==> config.mk <==
export PLATFORM = sky130hd
export DESIGN_NAME = pipelined_nibble_subtractor16_flat
export DESIGN_NICKNAME = d
export VERILOG_FILES = /design/src/rtl/pipelined_nibble_subtractor16_pkg.sv /design/src/rtl/pipelined_nibble_subtractor16_if.sv /design/src/rtl/nibble_borrow_lookahead4.sv /design/src/rtl/pipelined_nibble_subtractor16.sv /design/src/flat_wrapper.sv
export SDC_FILE = /design/constraint.sdc
export NUM_CORES = 1
export LEC_CHECK = 0
export CORE_ASPECT_RATIO = 0.5
export CORE_MARGIN = 4
export CORE_UTILIZATION = 59
export CTS_CLUSTER_SIZE = 10
export DETAILED_ROUTE_END_ITERATION = 8
export PLACE_DENSITY = 0.84
export SYNTH_ARGS = -nofsm -noshare
export SYNTH_HDL_FRONTEND = slang
export SYNTH_SLANG_ARGS = --single-unit
==> constraint.sdc <==
create_clock -name clk -period 3.7 [get_ports clk]
set_input_delay 0.37 -clock clk [delete_from_list [all_inputs] [get_ports clk]]
set_output_delay 0.37 -clock clk [all_outputs]
set_load 0.02 [all_outputs]
==> src/rtl/pipelined_nibble_subtractor16_pkg.sv <==
// Shared constants and the per-stage pipeline record for the nibble-serial subtractor.
package pipelined_nibble_subtractor16_pkg;

  localparam int WIDTH  = 16;
  localparam int NIB    = 4;
  localparam int STAGES = WIDTH / NIB;

  // One pipeline stage: finished result nibbles, operands still to be consumed,
  // the borrow into the next nibble, and the sign bits needed for overflow.
  typedef struct packed {
    logic             vld;
    logic [WIDTH-1:0] res;
    logic [WIDTH-1:0] opa;
    logic [WIDTH-1:0] opb;
    logic             brw;
    logic             a_msb;
    logic             b_msb;
    logic             ovf;
    logic             zero;
  } stage_t;

endpackage

==> src/rtl/pipelined_nibble_subtractor16_if.sv <==
// Operand/result handshake bundle between a producer/consumer (master) and the subtractor (slave).
interface pipelined_nibble_subtractor16_if;
  import pipelined_nibble_subtractor16_pkg::*;

  logic             in_valid;
  logic             in_ready;
  logic [WIDTH-1:0] a;
  logic [WIDTH-1:0] b;
  logic             bin;
  logic             out_valid;
  logic             out_ready;
  logic [WIDTH-1:0] d;
  logic             bout;
  logic             ovf;
  logic             zero;

  modport master (
    output in_valid, a, b, bin, out_ready,
    input  in_ready, out_valid, d, bout, ovf, zero
  );

  modport slave (
    input  in_valid, a, b, bin, out_ready,
    output in_ready, out_valid, d, bout, ovf, zero
  );

endinterface

==> src/rtl/nibble_borrow_lookahead4.sv <==
// Combinational 4-bit subtract slice with full borrow lookahead; exports group generate/propagate.
module nibble_borrow_lookahead4 (
  input  logic [3:0] i_a,
  input  logic [3:0] i_b,
  input  logic       i_bin,
  output logic [3:0] o_d,
  output logic       o_bout,
  output logic       o_gg,
  output logic       o_pg
);

  logic [3:0] w_g;
  logic [3:0] w_p;
  logic [3:0] w_c;

  // A bit generates a borrow when a=0,b=1 and passes one through when a==b.
  assign w_g = ~i_a & i_b;
  assign w_p = ~(i_a ^ i_b);

  assign w_c[0] = i_bin;
  assign w_c[1] = w_g[0] | (w_p[0] & i_bin);
  assign w_c[2] = w_g[1] | (w_p[1] & w_g[0]) | (w_p[1] & w_p[0] & i_bin);
  assign w_c[3] = w_g[2] | (w_p[2] & w_g[1]) | (w_p[2] & w_p[1] & w_g[0])
                | (w_p[2] & w_p[1] & w_p[0] & i_bin);

  assign o_gg = w_g[3] | (w_p[3] & w_g[2]) | (w_p[3] & w_p[2] & w_g[1])
              | (w_p[3] & w_p[2] & w_p[1] & w_g[0]);
  assign o_pg   = &w_p;
  assign o_bout = o_gg | (o_pg & i_bin);
  assign o_d    = i_a ^ i_b ^ w_c;

endmodule

==> src/rtl/pipelined_nibble_subtractor16.sv <==
// Four-stage 16-bit subtractor D = A - B - bin, one nibble per stage, with a
// combinational ready chain so a full pipe can accept and retire in the same cycle.
module pipelined_nibble_subtractor16
  import pipelined_nibble_subtractor16_pkg::*;
(
  input logic                              clk,
  input logic                              rst_n,
  pipelined_nibble_subtractor16_if.slave   io
);

  stage_t            r_stg [STAGES];
  stage_t            w_nxt [STAGES];
  logic [NIB-1:0]    w_na  [STAGES];
  logic [NIB-1:0]    w_nb  [STAGES];
  logic [NIB-1:0]    w_dn  [STAGES];
  logic [STAGES-1:0] w_nbi;
  logic [STAGES-1:0] w_bo;
  logic [STAGES-1:0] w_gg;
  logic [STAGES-1:0] w_pg;
  logic [STAGES-1:0] w_adv;
  logic [STAGES-1:0] w_load;
  logic              w_acc;
  logic              w_unused_gp;

  // Group generate/propagate are kept for a future single-cycle lookahead variant.
  assign w_unused_gp = ^{w_gg, w_pg};

  // Operand selection: stage 1 works on the live inputs, later stages on registered operands.
  always_comb begin
    w_na[0]  = io.a[NIB-1:0];
    w_nb[0]  = io.b[NIB-1:0];
    w_nbi[0] = io.bin;
    for (int k = 1; k < STAGES; k++) begin
      w_na[k]  = r_stg[k-1].opa[k*NIB +: NIB];
      w_nb[k]  = r_stg[k-1].opb[k*NIB +: NIB];
      w_nbi[k] = r_stg[k-1].brw;
    end
  end

  for (genvar k = 0; k < STAGES; k++) begin : g_nib
    nibble_borrow_lookahead4 u_nib (
      .i_a    (w_na[k]),
      .i_b    (w_nb[k]),
      .i_bin  (w_nbi[k]),
      .o_d    (w_dn[k]),
      .o_bout (w_bo[k]),
      .o_gg   (w_gg[k]),
      .o_pg   (w_pg[k])
    );
  end

  always_comb begin
    w_nxt[0]               = '0;
    w_nxt[0].vld           = 1'b1;
    w_nxt[0].res[NIB-1:0]  = w_dn[0];
    w_nxt[0].opa           = io.a;
    w_nxt[0].opb           = io.b;
    w_nxt[0].brw           = w_bo[0];
    w_nxt[0].a_msb         = io.a[WIDTH-1];
    w_nxt[0].b_msb         = io.b[WIDTH-1];
    for (int k = 1; k < STAGES; k++) begin
      w_nxt[k]                   = '0;
      w_nxt[k].vld               = 1'b1;
      w_nxt[k].res               = r_stg[k-1].res;
      w_nxt[k].res[k*NIB +: NIB] = w_dn[k];
      w_nxt[k].opa               = r_stg[k-1].opa;
      w_nxt[k].opb               = r_stg[k-1].opb;
      w_nxt[k].brw               = w_bo[k];
      w_nxt[k].a_msb             = r_stg[k-1].a_msb;
      w_nxt[k].b_msb             = r_stg[k-1].b_msb;
    end
    // Flags are decoded once the last nibble is known and registered with it.
    w_nxt[STAGES-1].ovf  = (w_nxt[STAGES-1].a_msb != w_nxt[STAGES-1].b_msb)
                         & (w_nxt[STAGES-1].res[WIDTH-1] != w_nxt[STAGES-1].a_msb);
    w_nxt[STAGES-1].zero = ~|w_nxt[STAGES-1].res;
  end

  // Advance chain runs from the output back to the input in one cycle.
  always_comb begin
    w_adv             = '0;
    w_adv[STAGES-1]   = r_stg[STAGES-1].vld & io.out_ready;
    for (int k = STAGES - 2; k >= 0; k--) begin
      w_adv[k] = r_stg[k].vld & (~r_stg[k+1].vld | w_adv[k+1]);
    end
  end

  assign io.in_ready = ~r_stg[0].vld | w_adv[0];
  assign w_acc       = io.in_valid & io.in_ready;
  assign w_load      = {w_adv[STAGES-2:0], w_acc};

  // Stage boundaries 1..STAGES: load from upstream, else empty when drained, else hold.
  always_ff @(posedge clk or negedge rst_n) begin
    if (!rst_n) begin
      for (int k = 0; k < STAGES; k++) begin
        r_stg[k] <= '0;
      end
    end else begin
      for (int k = 0; k < STAGES; k++) begin
        if (w_load[k]) begin
          r_stg[k] <= w_nxt[k];
        end else if (w_adv[k]) begin
          r_stg[k].vld <= 1'b0;
        end
      end
    end
  end

  assign io.out_valid = r_stg[STAGES-1].vld;
  assign io.d         = r_stg[STAGES-1].res;
  assign io.bout      = r_stg[STAGES-1].brw;
  assign io.ovf       = r_stg[STAGES-1].ovf;
  assign io.zero      = r_stg[STAGES-1].zero;

endmodule

==> src/flat_wrapper.sv <==
// flat-port wrapper written by rule: the top's interface ports become plain ports
module pipelined_nibble_subtractor16_flat import pipelined_nibble_subtractor16_pkg::*;
  (clk, rst_n, io_in_valid, io_a, io_b, io_bin, io_out_ready, io_in_ready, io_out_valid, io_d, io_bout, io_ovf, io_zero);
  pipelined_nibble_subtractor16_if io_i ();
  input logic clk;
  input logic rst_n;
  input wire logic [$bits(io_i.in_valid)-1:0] io_in_valid;
  input wire logic [$bits(io_i.a)-1:0] io_a;
  input wire logic [$bits(io_i.b)-1:0] io_b;
  input wire logic [$bits(io_i.bin)-1:0] io_bin;
  input wire logic [$bits(io_i.out_ready)-1:0] io_out_ready;
  output wire logic [$bits(io_i.in_ready)-1:0] io_in_ready;
  output wire logic [$bits(io_i.out_valid)-1:0] io_out_valid;
  output wire logic [$bits(io_i.d)-1:0] io_d;
  output wire logic [$bits(io_i.bout)-1:0] io_bout;
  output wire logic [$bits(io_i.ovf)-1:0] io_ovf;
  output wire logic [$bits(io_i.zero)-1:0] io_zero;
  assign io_i.in_valid = io_in_valid;
  assign io_i.a = io_a;
  assign io_i.b = io_b;
  assign io_i.bin = io_bin;
  assign io_i.out_ready = io_out_ready;
  assign io_in_ready = io_i.in_ready;
  assign io_out_valid = io_i.out_valid;
  assign io_d = io_i.d;
  assign io_bout = io_i.bout;
  assign io_ovf = io_i.ovf;
  assign io_zero = io_i.zero;
  pipelined_nibble_subtractor16 u_core (.clk(clk), .rst_n(rst_n), .io(io_i));
endmodule
# Word-level counts from Yosys, hierarchy flattened
# Cells that the tools add are included.
# totals
regBits	152
latchBits	0
ram_bits	0
romBits	0
inputBits	37
out_inout_bits	21
word_cells	180
n_memories	0
# op_classes
addsub	0
mul	0
div_mod_pow	0
n_lt_le_gt_ge	0
eq_ne	2
shifts	0
n_mux	8
n_bitwise	134
n_reduce_logical	10
# ops
operator	count
$and 1x1->1	66
$or 1x1->1	44
$not 4->4	8
$xor 4x4->4	8
$and 4x4->4	4
$reduce_and 4->1	4
$reduce_or 16->1	1
$mux 1	8
$reduce_bool 2->1	4
$not 1->1	4
$ne 1x1->1	2
$logic_not 1->1	1

# Logic depth before layout (Yosys ltp)
# logic_depth
ltp_word	10
depth_mapped	7

# By module
# Synthesis repeated with hierarchy kept, for this count alone.
# unflattened
cells_unflattened	337
hier_area_um2	4687.0
# modules_own_cells
mod	n_inst	cells_each	area_each_um2	seq_area_each_um2
pipelined_nibble_subtractor16	1	241	3878.7	2452.4
nibble_borrow_lookahead4 (u_core.g_nib[2].u_nib ...)	2	24	202.7	0.0
nibble_borrow_lookahead4 (u_core.g_nib[0].u_nib ...)	2	24	201.4	0.0

# Worst setup path before layout
# OpenSTA, ideal clock, no wires.
# synth_path
path_kind	register -> register
startpoint	register u_core.r_stg[87] in the netlist's numbering
endpoint	register u_core.r_stg (netlist bit u_core.io.d[15])
setup_ns	0.125
t_arrival_ns	1.589
required_time_ns	3.575
path_slack_ns	1.986
path_stages_with_launch	8
path_buffers	0
path_cell_list	dfrtp_1 inv_1 ha_1 a211oi_1 nor3b_1 nor2_1 xor2_1 mux2_2
# synth_between
elab_chain_len	6
word_cells_on_any_way	10
classes_between	10 x bitwise
# synth_rtl
element	line	rtl
start: declaration	pipelined_nibble_subtractor16.sv:11	stage_t r_stg [STAGES];
start signal: indexed assignment	pipelined_nibble_subtractor16.sv:100	r_stg[k] <= w_nxt[k];
$not 4->4 / $xor 4x4->4 (equally long branches)	nibble_borrow_lookahead4.sv:17, nibble_borrow_lookahead4.sv:18	
$and 4x4->4 / $not 4->4 (equally long branches)	nibble_borrow_lookahead4.sv:17, nibble_borrow_lookahead4.sv:18	
$and 1x1->1, on equally long branches	nibble_borrow_lookahead4.sv:23, nibble_borrow_lookahead4.sv:24	
$or 1x1->1 / $and 1x1->1 (equally long branches)	nibble_borrow_lookahead4.sv:23, nibble_borrow_lookahead4.sv:24	
$or 1x1->1 *	nibble_borrow_lookahead4.sv:24	| (w_p[2] & w_p[1] & w_p[0] & i_bin);
$xor 4x4->4 *	nibble_borrow_lookahead4.sv:30	assign o_d = i_a ^ i_b ^ w_c;
# Mark *: on every way between the ends. The rest lies on a longest branch, timed or not.
# A chain may end at the register's enable or synchronous reset.

# Final worst setup path
# layout_path
startpoint	input io_out_ready
endpoint	output io_in_ready
# layout_between
elab_chain_len	8
# layout_rtl
element	line	rtl
start: declaration	flat_wrapper.sv:11	input wire logic [$bits(io_i.out_ready)-1:0] io_out_ready;
$and 1x1->1	pipelined_nibble_subtractor16.sv:81	w_adv[STAGES-1] = r_stg[STAGES-1].vld & io.out_ready;
$or 1x1->1	pipelined_nibble_subtractor16.sv:83	w_adv[k] = r_stg[k].vld & (~r_stg[k+1].vld | w_adv[k+1]);
$and 1x1->1	pipelined_nibble_subtractor16.sv:83	
$or 1x1->1	pipelined_nibble_subtractor16.sv:83	
$and 1x1->1	pipelined_nibble_subtractor16.sv:83	
$or 1x1->1	pipelined_nibble_subtractor16.sv:83	
$and 1x1->1	pipelined_nibble_subtractor16.sv:83	
$or 1x1->1	pipelined_nibble_subtractor16.sv:87	assign io.in_ready = ~r_stg[0].vld | w_adv[0];
end: declaration	flat_wrapper.sv:12	output wire logic [$bits(io_i.in_ready)-1:0] io_in_ready;
# Every way passes these cells.

==> results.json <==
{
  "cts_resized": 0,
  "vias": 2567,
  "seq_area_mm2": 0.002452,
  "syn2layout_area_growth_pct": 18.36,
  "worst_pin_slew_ps": 1118,
  "initial_utilization_pct": 61.08,
  "irDropWorstVdd_mv": 0.4228,
  "postRouteWirelength_um": 8110,
  "h-tree-depth": 3,
  "synth_ff_type": "dfrtp_1",
  "switching_share_pct": 31.42,
  "yosysTopAreaCell": "dfrtp_1",
  "fin_tns_setup_ps": 0,
  "synth_common_cells": "98 x dfrtp_1, 53 x mux2_2, 20 x inv_1, 20 x mux2_4",
  "yosys_warnings": 0,
  "cp.required_ps": 3330,
  "antenna_found_initial": 0,
  "clock_sinks": 98,
  "r2r_end": "u_core.io.d[15]$_DFFE_PN0P_",
  "cp-start-kind": "primary input",
  "leakagePower_uw": 0.002418,
  "postLayoutCoreUtil_pct": 72.29,
  "cts_setup_buffers": 0,
  "cts_buffers": 9,
  "cp_max_fo": 4,
  "syn_avg_cell_area_um2": 13.53,
  "fin_crit_ps": 2291,
  "io_buffers": 57,
  "path_buf_inv": 2,
  "r2r-start": "u_core.r_stg[87]$_DFFE_PN0P_",
  "path_cells": "clkdlybuf4s50_1 > nand4b_2 > or2_4 > clkdlybuf4s50_1",
  "multiInputGateArea_mm2": 0.001764,
  "coreArea_mm2": 0.007377,
  "drive_above_1_share_pct": 24.93,
  "status": "complete, no violations",
  "switching_power_uw": 1283,
  "n_antenna_cell": 0,
  "die_h_um": 69.79,
  "ys_ff_latch": 98,
  "die_w_um": 131.6,
  "crit_path_frequent_cell": "clkdlybuf4s50_1",
  "synth_top_area_share_pct": 54.43,
  "max_stage_delay_ps": 550,
  "dr.pass1.iters": 4,
  "gp_congestion": 0.7883,
  "crit_family": "buffers and inverters",
  "async_flop_share_pct": 100.0,
  "synth_most_common_cell": "dfrtp_1",
  "rsz0062_at_grt": "false",
  "worstSetupPathType": "in2out",
  "p_per_area_mw_per_mm2": 765.7,
  "clock_latency_ps": 340,
  "grt_pass1_vias": 2802,
  "grt_usage_pct": 19.52,
  "hold_viol_final": 0,
  "fin_crit_sh_pct": 61.92,
  "cts.clk_slew.worst_paths_ps": 60,
  "slowest_stage": "clkdlybuf4s50_1",
  "arrival_ps": 1920,
  "timing.slew.headroom_pct": 25.28,
  "ctsHoldBuffers": 0,
  "hold_path.class": "in2async",
  "remaining_drc_errors": 0,
  "rows": 22,
  "ant_nets": 0,
  "root_buffer": "clkbuf_16",
  "cts_tree": "done",
  "cap_violations": 0,
  "num-fill-cells": 483,
  "dp_hpwl_um": 5767,
  "p_comb_share_pct": 33.1,
  "drt-initial-drc-count": 168,
  "intPower_uw": 2800,
  "synth.net_count": 390,
  "viasPerCell": 5.382,
  "grt_max_degree": 71,
  "avgRoutedWirePerCell_um": 17.00,
  "syn_area_mm2": 0.004506,
  "synthTopCellsByArea": "dfrtp_1 54%, mux2_2 13%, mux2_4 6.7%",
  "finalSetupViolCount": 0,
  "final_max_slew_viol_count": 0,
  "r2r_slack_ps": 1680,
  "cts_max_path_buffers": 2,
  "ff2ff_path_depth": 7,
  "grt-ovfl-total": 0,
  "fin_skew_ps": 4.782,
  "sequentialPowerShare_pct": 40.9,
  "synth_edf_count": 0,
  "synth.yosys.seq_area_share_pct": 54.43,
  "clock_power_share_pct": 25.9,
  "finalNetCount": 433,
  "io_pins": 58,
  "syn-instance-count": 333,
  "dieArea_mm2": 0.009183,
  "grt_pass1_wl_um": 13960,
  "cp-end-kind": "output pin",
  "timing.fmax_ghz": 0.4365,
  "ys_types": 36
}
==> routing by layer <==
| layer | vias up | track usage, % | share of wire, % |
|---|---|---|---|
| li1 | 1216 | - | - |
| met1 | 1272 | 24.26 | 47 |
| met2 | 61 | 31.95 | 47 |
| met3 | 18 | 7.101 | 4.8 |
| met4 | 0 | 6.752 | 2.0 |
| met5 | - | 0 | 0 |
==> cell families after synthesis <==
| group | synth area share [%] |
|---|---|
| buf+inv | 6.415 |
| mux | 20.16 |
| simple gates | 5.748 |
| flops | 54.43 |
| xor+xnor | 1.944 |
| fa+ha+maj | 6.221 |
| compound gates | 5.082 |
==> cells in the final DEF (no fill, tap or decap), types with 2 or more instances in the layout <==
| cell type | instances |
|---|---|
| buf_4 | 2 |
| a21oi_1 | 5 |
| o21ai_0 | 17 |
| ha_1 | 16 |
| xor2_1 | 6 |
| mux2_4 | 20 |
| fa_1 | 4 |
| xnor2_1 | 4 |
| clkbuf_1 | 2 |
| nor3_1 | 3 |
| a211oi_1 | 6 |
| mux2_2 | 53 |
| nand2b_1 | 5 |
| a21o_1 | 3 |
| dfrtp_1 | 98 |
| bufinv_16 | 3 |
| nor2_1 | 12 |
| clkbuf_16 | 9 |
| clkdlybuf4s50_1 | 56 |
| nand2_1 | 19 |
| inv_1 | 20 |
==> power by group through the flow <==
| stage | logic (uW) | clock network, uW | registers, uW |
|---|---|---|---|
| 2_1_floorplan | 1020 | 0 | 1600 |
| 3_3_place_gp | 1280 | 0 | 1660 |
| 3_5_place_dp | 1350 | 0 | 1680 |
| 4_1_cts | 1370 | 1070 | 1670 |
| 5_1_grt | 1490 | 1120 | 1720 |
| 6_report | 1350 | 1060 | 1670 |
==> through the flow <==
| stage | cells | hold WS, ps | setup WS, ps | power (uW) | area, um^2 |
|---|---|---|---|---|---|
| 2_1_floorplan | 333 | 74.41 | 1986 | 2624 | 4506 |
| 3_3_place_gp | 461 | 463.8 | 1339 | 2942 | 4987 |
| 3_5_place_dp | 461 | 471.9 | 1184 | 3032 | 4987 |
| 4_1_cts | 477 | 157.4 | 1403 | 4113 | 5333 |
| 5_1_grt | 477 | 199.9 | 1366 | 4331 | 5333 |
| 6_report | 477 | 128.2 | 1409 | 4083 | 5333 |
==> worst max-delay path by stage <==
stage,depth (start not counted),slack (ps),to,startpoint
2_1_floorplan,7,1990,u_core.io.d[15]$_DFFE_PN0P_,u_core.r_stg[87]$_DFFE_PN0P_
3_3_place_gp,4,1340,u_core.r_stg[143]$_DFFE_PN0P_,io_out_ready
3_5_place_dp,4,1180,u_core.r_stg[121]$_DFFE_PN0P_,io_out_ready
4_1_cts,4,1400,io_in_ready,io_out_ready
5_1_grt,4,1370,io_in_ready,io_out_ready
6_report,4,1410,io_in_ready,io_out_ready
==> sequential cells by signal, summed over array words and instances, names as in the netlist <==
name and cells:
u_core.io.d 16, u_core.io.ovf 1, u_core.io.zero 1, u_core.r_stg 78, u_core.io.out_valid 1, u_core.io.bout 1
==> cell type report <==
class / instances / share of cell area [%]
clock buffers: 12 / 4.622
repair buffers: 58 / 10.79
flip-flops and latches: 98 / 45.99
inverters: 20 / 1.408
multi-input cells: 189 / 33.08
well taps: 96 / 2.252
clock inverters: 4 / 1.854
Note: power is estimated with default switching activity, not from simulation.
